## src/rtl/conv3x3_stream_ctrl_pkg.sv

```systemverilog
// Shared constants for the 3x3 streaming convolution controller.
package conv3x3_stream_ctrl_pkg;

    localparam int PIX_W = 8;
    localparam int ACC_W = 16;
    localparam int KTAPS = 9;

    // FSM state encoding
    localparam logic [1:0] ST_IDLE  = 2'd0;
    localparam logic [1:0] ST_RUN   = 2'd1;
    localparam logic [1:0] ST_FLUSH = 2'd2;

endpackage

```

## src/rtl/conv3x3_stream_ctrl_mac.sv

```systemverilog
// Combinational nine-tap multiply-accumulate: 8x8 unsigned products, sum wraps mod 2^16.
module conv3x3_mac
    import conv3x3_stream_ctrl_pkg::*;
(
    input  logic [PIX_W*KTAPS-1:0] pixels,
    input  logic [PIX_W*KTAPS-1:0] kernel,
    output logic [ACC_W-1:0]       sum
);

    // Accumulate the nine products; carries out of bit 15 are dropped
    always_comb begin
        sum = '0;
        for (int unsigned i = 0; i < KTAPS; i++) begin
            sum = sum + (ACC_W'(pixels[i*PIX_W +: PIX_W]) * ACC_W'(kernel[i*PIX_W +: PIX_W]));
        end
    end

endmodule

```

## src/rtl/conv3x3_stream_ctrl.sv

```systemverilog
// Streaming 3x3 valid-convolution controller with two line buffers and a
// one-entry output buffer.
module conv3x3_stream_ctrl
    import conv3x3_stream_ctrl_pkg::*;
#(
    parameter int IMG_W = 8,
    parameter int IMG_H = 8
) (
    input  logic                   clk,
    input  logic                   rst,
    input  logic                   start,
    input  logic [PIX_W*KTAPS-1:0] kernel,
    input  logic                   in_valid,
    input  logic [PIX_W-1:0]       in_pixel,
    output logic                   in_ready,
    output logic                   out_valid,
    output logic [ACC_W-1:0]       out_data,
    input  logic                   out_ready,
    output logic                   busy,
    output logic                   done
);

    localparam int CW = $clog2(IMG_W);
    localparam int RW = $clog2(IMG_H);

    logic [1:0]             state;
    logic [PIX_W*KTAPS-1:0] kernel_q;
    logic [CW-1:0]          col;
    logic [RW-1:0]          row;
    logic [PIX_W-1:0]       lb1 [IMG_W];   // row r-1
    logic [PIX_W-1:0]       lb2 [IMG_W];   // row r-2
    logic [PIX_W-1:0]       win      [KTAPS];
    logic [PIX_W-1:0]       win_next [KTAPS];
    logic [PIX_W*KTAPS-1:0] win_flat;
    logic [ACC_W-1:0]       sum;
    logic                   accept;
    logic                   col_last;
    logic                   last_px;
    logic                   completes;

    assign in_ready  = (state == ST_RUN) && (!out_valid || out_ready);
    assign accept    = in_valid && in_ready;
    assign busy      = (state != ST_IDLE);
    assign col_last  = (col == CW'(IMG_W - 1));
    assign last_px   = col_last && (row == RW'(IMG_H - 1));
    assign completes = (row >= RW'(2)) && (col >= CW'(2));

    // Window after the incoming column is shifted in; the MAC sees this so
    // the result can be registered on the same edge that accepts the pixel.
    always_comb begin
        win_next[0] = win[1];
        win_next[1] = win[2];
        win_next[2] = lb2[col];
        win_next[3] = win[4];
        win_next[4] = win[5];
        win_next[5] = lb1[col];
        win_next[6] = win[7];
        win_next[7] = win[8];
        win_next[8] = in_pixel;
        win_flat    = '0;
        for (int unsigned i = 0; i < KTAPS; i++) begin
            win_flat[i*PIX_W +: PIX_W] = win_next[i];
        end
    end

    conv3x3_mac u_mac (
        .pixels (win_flat),
        .kernel (kernel_q),
        .sum    (sum)
    );

    // Line buffers: push the column down one row on every accepted pixel
    always_ff @(posedge clk) begin
        if (accept) begin
            lb2[col] <= lb1[col];
            lb1[col] <= in_pixel;
        end
    end

    // Window shift register advances only on accepted pixels
    always_ff @(posedge clk or posedge rst) begin
        if (rst) begin
            for (int unsigned i = 0; i < KTAPS; i++) win[i] <= '0;
        end else if (accept) begin
            for (int unsigned i = 0; i < KTAPS; i++) win[i] <= win_next[i];
        end
    end

    // Frame sequencing: kernel latch, raster counters, flush and done pulse
    always_ff @(posedge clk or posedge rst) begin
        if (rst) begin
            state    <= ST_IDLE;
            kernel_q <= '0;
            col      <= '0;
            row      <= '0;
            done     <= 1'b0;
        end else begin
            done <= 1'b0;
            case (state)
                ST_IDLE: begin
                    if (start) begin
                        kernel_q <= kernel;
                        col      <= '0;
                        row      <= '0;
                        state    <= ST_RUN;
                    end
                end
                ST_RUN: begin
                    if (accept) begin
                        if (col_last) begin
                            col <= '0;
                            row <= row + RW'(1);
                        end else begin
                            col <= col + CW'(1);
                        end
                        if (last_px) state <= ST_FLUSH;
                    end
                end
                ST_FLUSH: begin
                    if (!out_valid) begin
                        done  <= 1'b1;
                        state <= ST_IDLE;
                    end
                end
                default: state <= ST_IDLE;
            endcase
        end
    end

    // One-entry output buffer; a completing pixel reloads it even while the
    // current result is being consumed, so there is no bubble.
    always_ff @(posedge clk or posedge rst) begin
        if (rst) begin
            out_valid <= 1'b0;
            out_data  <= '0;
        end else if (accept && completes) begin
            out_valid <= 1'b1;
            out_data  <= sum;
        end else if (out_ready) begin
            out_valid <= 1'b0;
        end
    end

endmodule
```

## config.mk

```make
export PLATFORM = sky130hd
export DESIGN_NAME = conv3x3_stream_ctrl
export DESIGN_NICKNAME = d
export VERILOG_FILES = /design/src/rtl/conv3x3_stream_ctrl_pkg.sv /design/src/rtl/conv3x3_stream_ctrl_mac.sv /design/src/rtl/conv3x3_stream_ctrl.sv
export SDC_FILE = /design/constraint.sdc
export NUM_CORES = 2
export LEC_CHECK = 0
export ABC_AREA = 0
export CORE_MARGIN = 5
export CORE_UTILIZATION = 55
export DETAILED_ROUTE_END_ITERATION = 7
export GPL_TIMING_DRIVEN = 0
export PLACE_DENSITY = 0.75
export SYNTH_ARGS = -nofsm -noshare
export SYNTH_HDL_FRONTEND = slang
export SYNTH_SLANG_ARGS = --single-unit
```

## constraint.sdc

```tcl
create_clock -name clk -period 20 [get_ports clk]
set_clock_uncertainty 0.05 [all_clocks]
set_input_delay 4 -clock clk [delete_from_list [all_inputs] [get_ports clk]]
set_output_delay 4 -clock clk [all_outputs]
set_load 0.02 [all_outputs]
```

==> results list <==
- The flow ran to the end, and the final reports show no timing, DRC or antenna violations.
- Setup violations remaining at the end of the flow were counted as 0.
- By area the synthesized netlist is led by sky130_fd_sc_hd__fa_1 (35%), sky130_fd_sc_hd__edfxtp_1 (13%), sky130_fd_sc_hd__dfrtp_1 (12%), sky130_fd_sc_hd__ha_1 (10%), sky130_fd_sc_hd__inv_1 (7.9%).
* Die span in y: 244 um
* Number of optimization iterations in the first detailed-route pass: 8
- After the last flow step, the layout net total stands at 3807.
* Peak fanout along the critical path: 9
* Number of placement rows: 85
* Number of max-slew violations in the final report: 0
- The clock net in this run drives a total of 274 sinks.
* Post-synth top flop: sky130_fd_sc_hd__dfrtp_1
- Commonest non-fill, non-tap cells in the layout: sky130_fd_sc_hd__inv_1 (632), sky130_fd_sc_hd__fa_1 (522), sky130_fd_sc_hd__nand2_1 (391), sky130_fd_sc_hd__and2_1 (317), sky130_fd_sc_hd__ha_1 (241)
- STA classifies the critical path startpoint as a primary input.
* Clock-pin slew of the registers on the worst-case setup and hold paths: 60 ps
- Number of fill cells in the layout: 4288
- Max-cap violations in this run came to 0.
- After clock tree synthesis, the setup repair step added 0 buffers.
- For this design the top-level I/O count stands at 105.
- The first global-routing pass estimated 125 mm of wire.
- After synthesis, flip-flops and latches occupy 24.9% of the total area.
- In this run the mean area of a mapped cell was 10.7 um2.
- After synthesis, the largest area contributor takes up 34.8% of total cell area.
- Initial core utilization: 55.6%
* Setup Crit Path Kind: in2reg
- In this run, synthesis produced a sequential element count of 274.
* Placer Congestion: 0.945
- Relative to the synthesized area, the layout overhead comes to 11.3%.
- Setup repair after global routing left no endpoint under its margin.
- The core region is 0.0540 mm2.
* Number of antenna cells inserted: 0
* Insertion delay of the later-clocked pin in the worst-skew pair: 580 ps
* Number of vias per cell: 5.39
* Hold Violations, Final: 0
- CP endpoint kind: flop
* Drt drc: 0
- Cell area after synthesis: 0.0301 mm2
- CTS tree: yes
- Number of input and output port buffers inserted: 104
- Leaving out fill and tap cells, the most frequent cell in the layout is sky130_fd_sc_hd__inv_1.
* Gates resized, CTS repair: 0
- The floorplan step defined a die boundary enclosing 0.0594 mm2.
* Total routing usage reported by global routing: 27.6%
* Number of instances in the synthesized netlist: 2807
* Final Critical Period: 12590 ps
* Cell chosen for the clock root: sky130_fd_sc_hd__clkbuf_16
* Routed wire length: 79.3 mm
- The number of nets handed over by synthesis was 3655.
- The number of antenna violations at the first check in global routing was 3.
- For the pin with the worst max-slew slack, the measured transition is 1130 ps.
* Quantity of hold-fixing buffers added after cts: 0
- Clock buffers created by TritonCTS: 36
- Crit path arrival time: 13020 ps
- Yosys warning count: 0
- Ratio of cells with drive above 1 in the final layout: 7.10%
- Fraction of the cycle the final worst path needs: 63.0%
- The number of global-route vias before repair is 21900.
- In this run the tightest slew margin relative to its limit is 22.6%.
- The largest total area in the synthesized netlist belongs to sky130_fd_sc_hd__fa_1.
- For the worst setup path, the data required time is 20430 ps.
- Static timing analysis puts the maximum clock frequency at 79.4 MHz.
- The synthesized design contains 128 enable-type register cells.
* Total half-perimeter wirelength after legalization and detailed placement: 64.1 mm
- Residual overflow from global routing: 0
- Die span in x: 244 um
- Accumulated negative setup slack: 0 ps
- Maximum level of the CTS H-tree: 2
* Post-detailed-route count of antenna-violating nets: 0
- Wire per inst: 21.5 um
- Async set-reset flop share out of synthesis: 53.3%
* Largest net degree at the start of global routing: 75
- Hold/Removal Path Class: reg2reg
- Counting along the longest clock path gives a buffer depth of 3.
- Unique masters post-synth: 57
- The detailed router finished its first iteration with 1397 violations.
* Vias after detailed routing: 19900
cell type report:
| cell class | instances | area (um2) | area share, % |
|---|---|---|---|
| buffer | 92 | 389 | 1.16 |
| clock buffer | 46 | 998 | 2.98 |
| clock inverter | 20 | 305 | 0.912 |
| inverter | 634 | 2380 | 7.13 |
| multi-input combinational | 1807 | 19800 | 59.3 |
| sequential | 274 | 7500 | 22.4 |
| tap | 696 | 871 | 2.60 |
| timing repair buffer | 114 | 1180 | 3.54 |
stage by stage:
stage / area (um2) / std cells / utilization, % / setup WS, ps / hold WS (ps)
3_5_place_dp: 32200 / 3617 / 59.5 / 6990 / 422
6_report: 33500 / 3683 / 61.9 / 7410 / 430
2_1_floorplan: 30100 / 2807 / - / 9050 / 470
5_1_grt: 33500 / 3683 / 61.9 / 7080 / 463
3_3_place_gp: 32000 / 3607 / 59.2 / 7050 / 415
4_1_cts: 33500 / 3683 / 61.9 / 7540 / 435
metal layers:
layer	share of wire [%]	routed length [um]	up-vias	GRT usage [%]
li1	-	-	8769	-
met1	39	31100	10200	36.0
met2	48	38300	699	45.1
met3	8.1	6390	145	6.16
met4	4.5	3560	0	11.2
met5	0	0	-	0
cell usage after synthesis, types with 6 or more instances:
| cell | instances |
|---|---|
| sky130_fd_sc_hd__inv_1 | 633 |
| sky130_fd_sc_hd__xnor2_1 | 28 |
| sky130_fd_sc_hd__nand3_1 | 8 |
| sky130_fd_sc_hd__clkbuf_1 | 64 |
| sky130_fd_sc_hd__edfxtp_1 | 128 |
| sky130_fd_sc_hd__mux2_2 | 93 |
| sky130_fd_sc_hd__a21o_1 | 6 |
| sky130_fd_sc_hd__mux4_2 | 10 |
| sky130_fd_sc_hd__and3_1 | 6 |
| sky130_fd_sc_hd__o21ai_0 | 29 |
| sky130_fd_sc_hd__mux2i_1 | 16 |
| sky130_fd_sc_hd__buf_1 | 7 |
| sky130_fd_sc_hd__nor2_1 | 25 |
| sky130_fd_sc_hd__ha_1 | 241 |
| sky130_fd_sc_hd__nor3_1 | 7 |
| sky130_fd_sc_hd__buf_2 | 17 |
| sky130_fd_sc_hd__nor2b_1 | 22 |
| sky130_fd_sc_hd__a22oi_1 | 6 |
| sky130_fd_sc_hd__a21oi_1 | 16 |
| sky130_fd_sc_hd__fa_1 | 522 |
| sky130_fd_sc_hd__dfrtp_1 | 146 |
| sky130_fd_sc_hd__a221oi_1 | 7 |
| sky130_fd_sc_hd__and2_1 | 317 |
| sky130_fd_sc_hd__nand2_1 | 391 |
| sky130_fd_sc_hd__nand2b_1 | 9 |
worst paths after layout:
kind,start,to,slack (ps),cells after the start
max,in_pixel[4],out_data[15]$_DFFE_PP0P_,7410,24
min,out_data[7]$_DFFE_PP0P_,out_data[7]$_DFFE_PP0P_,430,2
max reg2reg,col[2]$_DFFE_PP0P_,out_data[15]$_DFFE_PP0P_,9500,27
min reg2reg,out_data[7]$_DFFE_PP0P_,out_data[7]$_DFFE_PP0P_,430,2
max in group asynchronous,rst,kernel_q[12]$_DFFE_PP0P_,15130,3
min in group asynchronous,rst,kernel_q[63]$_DFFE_PP0P_,3840,2
state kept, by name, summed over array words and instances (netlist names):
name,count
win,48
lb2,64
out_data,16
done,1
col,3
row,3
out_valid,1
lb1,64
kernel_q,72
state,2
worst max-delay path, stage by stage:
cell and delay (ps):
sky130_fd_sc_hd__clkdlybuf4s50_1 780, sky130_fd_sc_hd__clkbuf_1 620, sky130_fd_sc_hd__nand2_1 170, sky130_fd_sc_hd__fa_1 480
sky130_fd_sc_hd__fa_1 540, sky130_fd_sc_hd__inv_1 70, sky130_fd_sc_hd__fa_1 510, sky130_fd_sc_hd__fa_1 440
sky130_fd_sc_hd__fa_1 540, sky130_fd_sc_hd__inv_1 50, sky130_fd_sc_hd__fa_1 530, sky130_fd_sc_hd__inv_1 80
sky130_fd_sc_hd__fa_1 490, sky130_fd_sc_hd__fa_1 510, sky130_fd_sc_hd__fa_1 550, sky130_fd_sc_hd__inv_1 70
sky130_fd_sc_hd__fa_1 480, sky130_fd_sc_hd__inv_1 50, sky130_fd_sc_hd__ha_1 370, sky130_fd_sc_hd__o2111ai_1 200
sky130_fd_sc_hd__a211o_1 350, sky130_fd_sc_hd__a31oi_1 510, sky130_fd_sc_hd__xnor3_1 430, sky130_fd_sc_hd__o21ai_0 180
cells by family after synthesis:
logic type / after synthesis / synth area share [%]
multiplexers: 119 / 4.77
buffers and inverters: 726 / 9.21
XOR/XNOR: 34 / 1.04
adder cells (fa/ha/maj): 763 / 44.8
AO/OA/AOI/OAI: 93 / 2.09
flip-flops: 274 / 24.9
AND/OR/NAND/NOR: 798 / 13.1
Power is left out: the tool's default activity adds up to more than one toggle a clock period on the data nets, which glitch-free logic cannot reach.
